--- config.mk ---
export PLATFORM = sky130hd
export DESIGN_NAME = next_mem_arbiter
export DESIGN_NICKNAME = d
export VERILOG_FILES = /design/src/rtl/next_mem_arbiter.sv
export SDC_FILE = /design/constraint.sdc
export NUM_CORES = 1
export LEC_CHECK = 0
export CAP_MARGIN = 20
export CORE_MARGIN = 4
export CORE_UTILIZATION = 19
export DETAILED_ROUTE_END_ITERATION = 10
export GPL_TIMING_DRIVEN = 1
export PLACE_DENSITY = 0.9
export RECOVER_POWER = 100
export SLEW_MARGIN = 20
export SYNTH_ARGS = -nofsm -noshare
export SYNTH_HDL_FRONTEND = slang
export SYNTH_SLANG_ARGS = --single-unit
--- constraint.sdc ---
create_clock -name clk -period 1.6 [get_ports clk]
set_clock_uncertainty 0.05 [all_clocks]
set_input_delay 0.32 -clock clk [delete_from_list [all_inputs] [get_ports clk]]
set_output_delay 0.32 -clock clk [all_outputs]
set_load 0.02 [all_outputs]
--- src/rtl/next_mem_arbiter.sv ---
// Round-robin arbiter sharing one NextMemory port between instruction fetch (I)
// and load/store (D). Writes complete in the grant cycle; at most one read is in
// flight, and its data is passed straight through to the owner after RD_LAT cycles.
module next_mem_arbiter #(
  parameter int unsigned ADDR_W = 16,
  parameter int unsigned DATA_W = 32,
  parameter int unsigned RD_LAT = 1   // legal range 1..4
) (
  input  logic              clk,
  input  logic              rst_n,
  input  logic              i_req,
  input  logic [ADDR_W-1:0] i_addr,
  output logic              i_gnt,
  output logic              i_rvalid,
  output logic [DATA_W-1:0] i_rdata,
  input  logic              d_req,
  input  logic              d_we,
  input  logic [ADDR_W-1:0] d_addr,
  input  logic [DATA_W-1:0] d_wdata,
  output logic              d_gnt,
  output logic              d_rvalid,
  output logic [DATA_W-1:0] d_rdata,
  output logic              mem_wen,
  output logic              mem_ren,
  output logic [ADDR_W-1:0] mem_waddr,
  output logic [ADDR_W-1:0] mem_raddr,
  output logic [DATA_W-1:0] mem_wdata,
  input  logic [DATA_W-1:0] mem_rdata
);

  typedef enum logic [0:0] {StIdle, StRdWait} state_e;

  localparam logic       OwnI    = 1'b0;
  localparam logic       OwnD    = 1'b1;
  localparam logic [1:0] LatInit = 2'(RD_LAT - 1);

  state_e     state_q, state_d;
  logic       owner_q, owner_d;
  logic [1:0] lat_cnt_q, lat_cnt_d;
  logic       last_gnt_q, last_gnt_d;
  logic       grant_i, grant_d;

  // Arbitration, memory strobes and read-data return. Everything is held at zero
  // while rst_n is low so the outputs are quiet during reset.
  always_comb begin
    state_d    = state_q;
    owner_d    = owner_q;
    lat_cnt_d  = lat_cnt_q;
    last_gnt_d = last_gnt_q;
    grant_i    = 1'b0;
    grant_d    = 1'b0;
    i_gnt      = 1'b0;
    i_rvalid   = 1'b0;
    i_rdata    = '0;
    d_gnt      = 1'b0;
    d_rvalid   = 1'b0;
    d_rdata    = '0;
    mem_wen    = 1'b0;
    mem_ren    = 1'b0;
    mem_waddr  = '0;
    mem_raddr  = '0;
    mem_wdata  = '0;

    if (rst_n) begin
      unique case (state_q)
        StIdle: begin
          // On a conflict the requester that did not win last time goes first.
          if (i_req && d_req) begin
            grant_d = (last_gnt_q == OwnI);
            grant_i = ~grant_d;
          end else begin
            grant_i = i_req;
            grant_d = d_req;
          end

          if (grant_d) begin
            d_gnt      = 1'b1;
            last_gnt_d = OwnD;
            if (d_we) begin
              mem_wen   = 1'b1;
              mem_waddr = d_addr;
              mem_wdata = d_wdata;
            end else begin
              mem_ren   = 1'b1;
              mem_raddr = d_addr;
              state_d   = StRdWait;
              owner_d   = OwnD;
              lat_cnt_d = LatInit;
            end
          end

          if (grant_i) begin
            i_gnt      = 1'b1;
            last_gnt_d = OwnI;
            mem_ren    = 1'b1;
            mem_raddr  = i_addr;
            state_d    = StRdWait;
            owner_d    = OwnI;
            lat_cnt_d  = LatInit;
          end
        end

        StRdWait: begin
          if (lat_cnt_q == 2'd0) begin
            state_d = StIdle;
            if (owner_q == OwnD) begin
              d_rvalid = 1'b1;
              d_rdata  = mem_rdata;
            end else begin
              i_rvalid = 1'b1;
              i_rdata  = mem_rdata;
            end
          end else begin
            lat_cnt_d = lat_cnt_q - 2'd1;
          end
        end
      endcase
    end
  end

  // State registers; synchronous reset drops any pending read.
  always_ff @(posedge clk) begin
    if (!rst_n) begin
      state_q    <= StIdle;
      owner_q    <= OwnI;
      lat_cnt_q  <= 2'd0;
      last_gnt_q <= OwnI;
    end else begin
      state_q    <= state_d;
      owner_q    <= owner_d;
      lat_cnt_q  <= lat_cnt_d;
      last_gnt_q <= last_gnt_d;
    end
  end

endmodule
==> results of run 1 <==
[final cells by class]
cell class | instances | area, um2
sequential | 5 | 103
tap | 77 | 96.3
inverter | 3 | 11.3
multi-input combinational | 159 | 1460
antenna | 1 | 2.50
timing repair buffer | 302 | 3450
clock buffer | 4 | 45.0
fill | 382 | 1290
[metrics by stage]
stage          setup slack (ps)  utilization [%]  total power [uW]
2_1_floorplan             -26.3                -               474
3_3_place_gp              -1000             62.2               971
3_5_place_dp              -1020             62.2               983
4_1_cts                    -489             79.2              1490
5_1_grt                    -499             80.1              1570
6_report                   -444             80.1              1510
[path summary, 6_finish.rpt]
kind         startpoint       endpoint  slack (ps)  depth (start not counted)
max          last_gnt_q  mem_wdata[29]        -440                          8
min               rst_n     last_gnt_q         410                          2
max reg2reg     state_q   lat_cnt_q[1]         100                          5
min reg2reg     owner_q        owner_q         570                          1
[logic make-up after synthesis]
group / after synthesis
multiplexers: 1
buffers and inverters: 18
AND/OR/NAND/NOR: 134
AO/OA/AOI/OAI: 23
adder cells (fa/ha/maj): 1
flip-flops: 5
[layer usage]
layer,up-vias,track usage (%)
li1,1179,-
met1,1149,20.9
met2,159,50.7
met3,23,5.42
met4,0,7.02
met5,-,0
[where the power goes]
group / switching (uW) / internal [uW] / leakage [uW]
clock network: 59.7 / 171 / 0.0000228
registers: 10.2 / 134 / 0.0000416
logic: 428 / 706 / 0.00239
total: 498 / 1010 / 0.00246
[repair_timing]
action,4_1_cts,5_1_grt
pin swaps,26,27
setup endpoints to repair,136,134
buffers inserted,38,4
resized for setup,932,46
gates cloned,13,1
[layout by cell type (no fill, tap or decap), types with 3 or more instances in the layout]
cell type | Yosys | final
a22o_1 | 16 | 6
buf_6 | 3 | 157
nor2b_1 | 4 | 3
clkbuf_8 | 0 | 3
buf_12 | 0 | 9
and2_4 | 0 | 100
buf_8 | 0 | 4
buf_4 | 2 | 22
and2_1 | 113 | 8
nand2_1 | 3 | 3
a22o_4 | 0 | 10
and2_2 | 0 | 4
clkdlybuf4s50_1 | 0 | 96
nor2_1 | 4 | 3
buf_16 | 0 | 10
dfxtp_1 | 5 | 3
inv_2 | 0 | 3
[state kept, by name, summed over array words and instances, names as in the netlist]
signal / cells
last_gnt_q: 1
state_q: 1
owner_q: 1
lat_cnt_q: 2
[critical path: cells and delay by family, from the launching register on]
family | cells | cell delay (ps)
AOI/OAI and AO/OA | 1 | 230
DFF | 1 | 330
buffers and inverters | 5 | 600
and+or+nand+nor | 2 | 280
==> tab_implementation.tex, run 1 <==
\begin{tabular}{lr}
\hline
Metric & Value \\
\hline
\multicolumn{2}{l}{\textbf{Synth}} \\
Share of synthesized registers carrying an async set or reset & 0\% \\
Area share of the largest cell type after synthesis & 55.0\% \\
Mux contribution to synthesized area & 0.778\% \\
Flop and latch count out of synthesis & 5 \\
Top cells by count, synth & 113 x and2\_1, 16 x a22o\_1, 5 x clkbuf\_1, 5 x dfxtp\_1 \\
Yosys warning total & 0 \\
Prevailing post-synth register cell & dfxtp\_1 \\
Area fraction in and, or, nand and nor cells after synthesis & 66.5\% \\
Synthesized area & 1290 um2 \\
Sequential cell area fraction in the yosys report & 7.78\% \\
Largest cells by area after synthesis & and2\_1 55\%, a22o\_1 11\%, dfxtp\_1 7.8\% \\
Library cells used by synthesis & 30 \\
Number of flops mapped to enable cells by yosys & 0 \\
Most frequent cell after synthesis & and2\_1 \\
Dominant combinational cell family by area after synthesis & simple AND/OR/NAND/NOR gates \\
Adder-Cell Fraction of Synth Area & 0.973\% \\
Syn\_area\_per\_cell & 7.07 um2 \\
Synthesized-area fraction occupied by ao, oa, aoi and oai cells & 15.9\% \\
Number of standard cells after synthesis & 182 \\
Xor/xnor share of the synthesized area & 0\% \\
Syn\_nets & 284 \\
Library cell occupying the most area in the post-synthesis netlist & and2\_1 \\
\multicolumn{2}{l}{\textbf{Placed design}} \\
Routability cong. & 0.768 \\
Quantity of I/O buffers inserted on ports & 234 \\
Post-Place Cell Area & 4020 um2 \\
Placed cell count & 495 \\
Post-DP HPWL & 6540 um \\
\multicolumn{2}{l}{\textbf{Pwr}} \\
Pwr Density & 292 nW/um2 \\
Leakage power summed over all cells & 0.00246 uW \\
Worst ir drop on vdd & 0.184 mV \\
\multicolumn{2}{l}{\textbf{Min path}} \\
Type of the tightest min-delay check & primary input to register \\
\multicolumn{2}{l}{\textbf{Setup path}} \\
Worst Setup Path Type & register to primary output \\
Required time at the worst-slack endpoint & 1230 ps \\
Slowest Stage Delay on Critical Path & 330 ps \\
Most common cell on crit path & buf\_6 \\
Setup crit start kind & register \\
Worst-path cell chain & a21bo\_4, nor3\_4, buf\_6, buf\_12, buf\_16, buf\_6, and2\_4, buf\_6 \\
Type of element capturing the critical path & primary output \\
Crit path max fanout & 5 \\
Slowest CP cell & dfxtp\_2 \\
Arrival @ worst endpoint & 1670 ps \\
\multicolumn{2}{l}{\textbf{Status}} \\
Violated checks & negative setup slack \\
Status & complete, but fails checks \\
\multicolumn{2}{l}{\textbf{Timing}} \\
Total Neg Setup Slack & -39900 ps \\
Worst Max-Slew Pin Slew & 479 ps \\
Crit path time final & 2040 ps \\
Final Cycle Share & 128\% \\
Achievable Freq & 0.489 GHz \\
Hold WS & 410 ps \\
Final-report max-slew violation count & 0 \\
Worst rel slew slack & 67.2\% \\
Setup repair after global routing missed its margin & true \\
Count of endpoints failing setup in the final report & 133 \\
Crit path setup slack, layout & -444 ps \\
Number of hold violations in the final report & 0 \\
\multicolumn{2}{l}{\textbf{CTS}} \\
Maximum clock path buffer count & 2 \\
Clock Sinks & 5 \\
H-tree Lvls & 1 \\
Clock root cell & clkbuf\_8 \\
Clock latency reported for the late side of the worst-skew pair & 220 ps \\
Quantity of hold-fixing buffers added after cts & 0 \\
Clock-pin slew of the registers on the worst-case setup and hold paths & 30 ps \\
TritonCTS clock tree & yes \\
CTS buffer count & 3 \\
\multicolumn{2}{l}{\textbf{Finish}} \\
Share of cells above drive strength 1 & 71.2\% \\
Layout area overhead & 302\% \\
Number of standard cells in the layout, taps in and fillers out & 551 \\
Finished Cell Area & 5170 um2 \\
Total number of nets in the final design & 576 \\
\multicolumn{2}{l}{\textbf{Floorplan}} \\
Count of pins on the block boundary & 235 \\
Die Wd & 90.3 um \\
DIE AREA & 8150 um2 \\
Die height & 90.3 um \\
Effective utilization at floorplan & 19.9\% \\
Cell Rows & 29 \\
Core Box Area & 6460 um2 \\
\multicolumn{2}{l}{\textbf{Route}} \\
Top layer in use & met4 \\
Vias per inst & 4.56 \\
DRC viols & 0 \\
DR WL met2 & 6100 um \\
Average routed wire per standard cell & 19.7 um \\
Total number of vias & 2510 \\
Antenna Violating Nets Remaining & 0 \\
Number of detailed-route iterations in the first pass & 4 \\
Total routed wirelength & 10800 um \\
Met1 wire length & 3510 um \\
Total met3 wirelength after detailed routing & 884 um \\
Count of routing violations after the opening detailed-route iteration & 31 \\
\multicolumn{2}{l}{\textbf{Global routing}} \\
Number of global-route vias before repair & 2824 \\
Gr usage total & 23.5\% \\
Overall overflow remaining after global route & 0 \\
Maximum number of pins on one net before global-route repair & 19 \\
Global-route wire length before repair & 15400 um \\
Antenna violations before repair & 1 \\
\multicolumn{2}{l}{\textbf{Job}} \\
MaxCap Viol Count & 0 \\
\hline
\end{tabular}
Note: power is estimated with default switching activity, not from simulation.
==> run 2: changes to the inputs <==
- CORE_MARGIN: 4 -> 8
==> run 2 against run 1 <==
The run still ends with negative setup slack left. Maximum frequency rose by 6.3%. Clock power is 7% higher. Critical endpoint is now mem_wdata[8]. Global-route usage decreased by 2.4 points. Power up 1.0%. Combinational power is essentially flat. Sequential share of layout area increased by 0.16 points. First-iteration DRC count increased by 110%. Clock-buffer cell count did not move.
==> tab_implementation.tex, run 2 (synthesized netlist as in run 1, its figures left out) <==
\begin{tabular}{lr}
\hline
Metric & Value \\
\hline
\multicolumn{2}{l}{\textbf{Status}} \\
Status & complete, but fails checks (unchanged) \\
Violated checks & negative setup slack (unchanged) \\
\multicolumn{2}{l}{\textbf{Timing}} \\
Count of endpoints failing setup in the final report & 133 (unchanged) \\
Setup repair after global routing missed its margin & true (unchanged) \\
Achievable Freq & 0.520 GHz (was 0.489 GHz) \\
Worst Max-Slew Pin Slew & 367 ps (was 479 ps) \\
Hold WS & 400 ps (was 410 ps) \\
Worst rel slew slack & 74.9\% (was 67.2\%) \\
Crit path time final & 1920 ps (was 2040 ps) \\
Final-report max-slew violation count & 0 (unchanged) \\
Number of hold violations in the final report & 0 (unchanged) \\
Crit path setup slack, layout & -323 ps (was -444 ps) \\
Final Cycle Share & 120\% (was 128\%) \\
\multicolumn{2}{l}{\textbf{Setup path}} \\
Arrival @ worst endpoint & 1550 ps (was 1670 ps) \\
Critical path depth in cells & 6 (was 8) \\
Required time at the worst-slack endpoint & 1230 ps (about the same) \\
Slowest Stage Delay on Critical Path & 340 ps (was 330 ps) \\
Crit path max fanout & 8 (was 5) \\
Slowest CP cell & dfxtp\_4 (was dfxtp\_2) \\
Setup crit start kind & register (unchanged) \\
Worst reg2reg path depth & 7 (was 5) \\
Worst Setup Path Type & register to primary output (unchanged) \\
Worst path buffer plus inverter count & 3 (was 5) \\
Worst path top cell family by delay & simple AND/OR/NAND/NOR gates (was buffers and inverters) \\
Type of element capturing the critical path & primary output (unchanged) \\
Worst-path cell chain & nand2b\_4, nor3\_4, buf\_12, clkbuf\_16, and2\_4, buf\_6 (was a21bo\_4, nor3\_4, buf\_6, buf\_12, buf\_16, buf\_6, and2\_4, buf\_6) \\
\multicolumn{2}{l}{\textbf{Job}} \\
MaxCap Viol Count & 0 (unchanged) \\
\multicolumn{2}{l}{\textbf{Placed design}} \\
Minimum setup slack after placement & -1090 ps (was -1020 ps) \\
Routability cong. & 0.780 (was 0.768) \\
Post-DP HPWL & 7710 um (was 6540 um) \\
Quantity of I/O buffers inserted on ports & 234 (unchanged) \\
\multicolumn{2}{l}{\textbf{CTS}} \\
H-tree Lvls & 1 (unchanged) \\
TritonCTS clock tree & yes (unchanged) \\
Maximum clock path buffer count & 2 (unchanged) \\
Clock Sinks & 5 (unchanged) \\
CTS buffer count & 3 (unchanged) \\
Clock root cell & clkbuf\_8 (unchanged) \\
Clock-pin slew of the registers on the worst-case setup and hold paths & 40 ps (was 30 ps) \\
Clock latency reported for the late side of the worst-skew pair & 230 ps (was 220 ps) \\
\multicolumn{2}{l}{\textbf{Min path}} \\
Worst Hold Path Cells & 2 (unchanged) \\
Type of the tightest min-delay check & primary input to register (unchanged) \\
\multicolumn{2}{l}{\textbf{Floorplan}} \\
Die height & 98.3 um (was 90.3 um) \\
DIE AREA & 9660 um2 (was 8150 um2) \\
Count of pins on the block boundary & 235 (unchanged) \\
Cell Rows & 30 (was 29) \\
Die Wd & 98.3 um (was 90.3 um) \\
Effective utilization at floorplan & 19.3\% (was 19.9\%) \\
Core Box Area & 6680 um2 (was 6460 um2) \\
\multicolumn{2}{l}{\textbf{Global routing}} \\
Maximum number of pins on one net before global-route repair & 34 (was 19) \\
Gr usage total & 21.2\% (was 23.5\%) \\
Antenna violations before repair & 0 (was 1) \\
Global-route wire length before repair & 16200 um (was 15400 um) \\
Overall overflow remaining after global route & 0 (unchanged) \\
Number of global-route vias before repair & 2688 (was 2824) \\
\multicolumn{2}{l}{\textbf{Route}} \\
Antenna Violating Nets Remaining & 0 (unchanged) \\
Number of detailed-route iterations in the first pass & 4 (unchanged) \\
Average routed wire per standard cell & 22.4 um (was 19.7 um) \\
Total number of vias & 2500 (was 2510) \\
Count of routing violations after the opening detailed-route iteration & 65 (was 31) \\
DRC viols & 0 (unchanged) \\
Vias per inst & 4.68 (was 4.56) \\
Total routed wirelength & 12000 um (was 10800 um) \\
\multicolumn{2}{l}{\textbf{Finish}} \\
Footprint of the flip-flops and latches & 108 um2 (was 103 um2) \\
Most frequent standard cell in the layout excluding fill and tap cells & buf\_6 (unchanged) \\
Share of cells above drive strength 1 & 71.6\% (was 71.2\%) \\
Largest register FFs & 2 (unchanged) \\
Total number of nets in the final design & 557 (was 576) \\
Layout area overhead & 289\% (was 302\%) \\
Antenna Diode Count & 0 (was 1) \\
Register with the highest flop count & lat\_cnt\_q (unchanged) \\
Filler Cells Inserted & 424 (was 382) \\
Most used cells in the layout excluding fill and tap cells & 137 x buf\_6, 104 x and2\_4, 96 x clkdlybuf4s50\_1 (was 157 x buf\_6, 100 x and2\_4, 96 x clkdlybuf4s50\_1) \\
Total area of multi-input combinational cells & 1510 um2 (was 1460 um2) \\
\multicolumn{2}{l}{\textbf{Pwr}} \\
Worst ir drop on vdd & 0.198 mV (was 0.184 mV) \\
Leakage power summed over all cells & 0.00237 uW (was 0.00246 uW) \\
Pwr Density & 304 nW/um2 (was 292 nW/um2) \\
\hline
\end{tabular}
## run 2: cell count changes in the layout (fill, tap and decap cells not counted), moves of 3 or more
cell       delta
and2_1        -4
and2_4        +4
and3_4        +4
buf_12        -3
buf_6        -20
buf_8         -3
clkbuf_16     +5
## run 2: final timing paths
| path | from | endpoint | slack [ps] |
|---|---|---|---|
| setup / recovery | state_q | mem_wdata[8] | -320 |
| hold / removal | rst_n | last_gnt_q | 400 |
| setup reg to reg | state_q | state_q | 10 |
| hold reg to reg | lat_cnt_q[0] | lat_cnt_q[0] | 480 |
## run 2: stage by stage
| step | total power (uW) | util, % | area [um2] | TNS (ps) | instances |
|---|---|---|---|---|---|
| final | 1520 | 75.0 | 5010 | -36340 | 534 |
| after global routing | 1590 | 75.0 | 5010 | -43840 | 534 |
| after floorplan | 474 | - | 1500 | -454 | 182 |
| after detailed placement | 996 | 60.3 | 4030 | -133640 | 499 |
| after CTS | 1440 | 69.2 | 4620 | -37550 | 524 |
| after global placement | 982 | 60.3 | 4030 | -127250 | 499 |
## run 2: report_power, final
part / switching (uW) / leakage, uW / total (uW) / internal [uW]
Combinational: 438 / 0.00230 / 1140 / 697
Clock: 75.2 / 0.0000228 / 247 / 172
Sequential: 7.84 / 0.0000429 / 141 / 133
## run 2: cell type report
cell class | count | area share [%]
Timing Repair Buffer | 280 | 64.5
Multi-Input combinational cell | 162 | 30.2
Sequential cell | 5 | 2.15
Tap cell | 80 | 2.00
Clock buffer | 4 | 0.899
Inverter | 3 | 0.225
## run 2: layer usage
metal  global-route usage, %  vias up  wire [um]  part of all wire, %
met5                       0        -          0                    0
met1                    19.5     1171       3890                   33
li1                        -     1147          -                    -
met3                    8.96       17       1210                   10
met4                    5.31        0        208                  1.7
met2                    41.4      165       6650                   56
## run 2: repair_timing
action / CTS / global route
setup endpoints to repair: 135 / 133
hold buffers: 0 / 0
gates cloned: 13 / 7
buffers inserted: 9 / 3
pin swaps: 36 / 66
gates resized for setup: 851 / 97
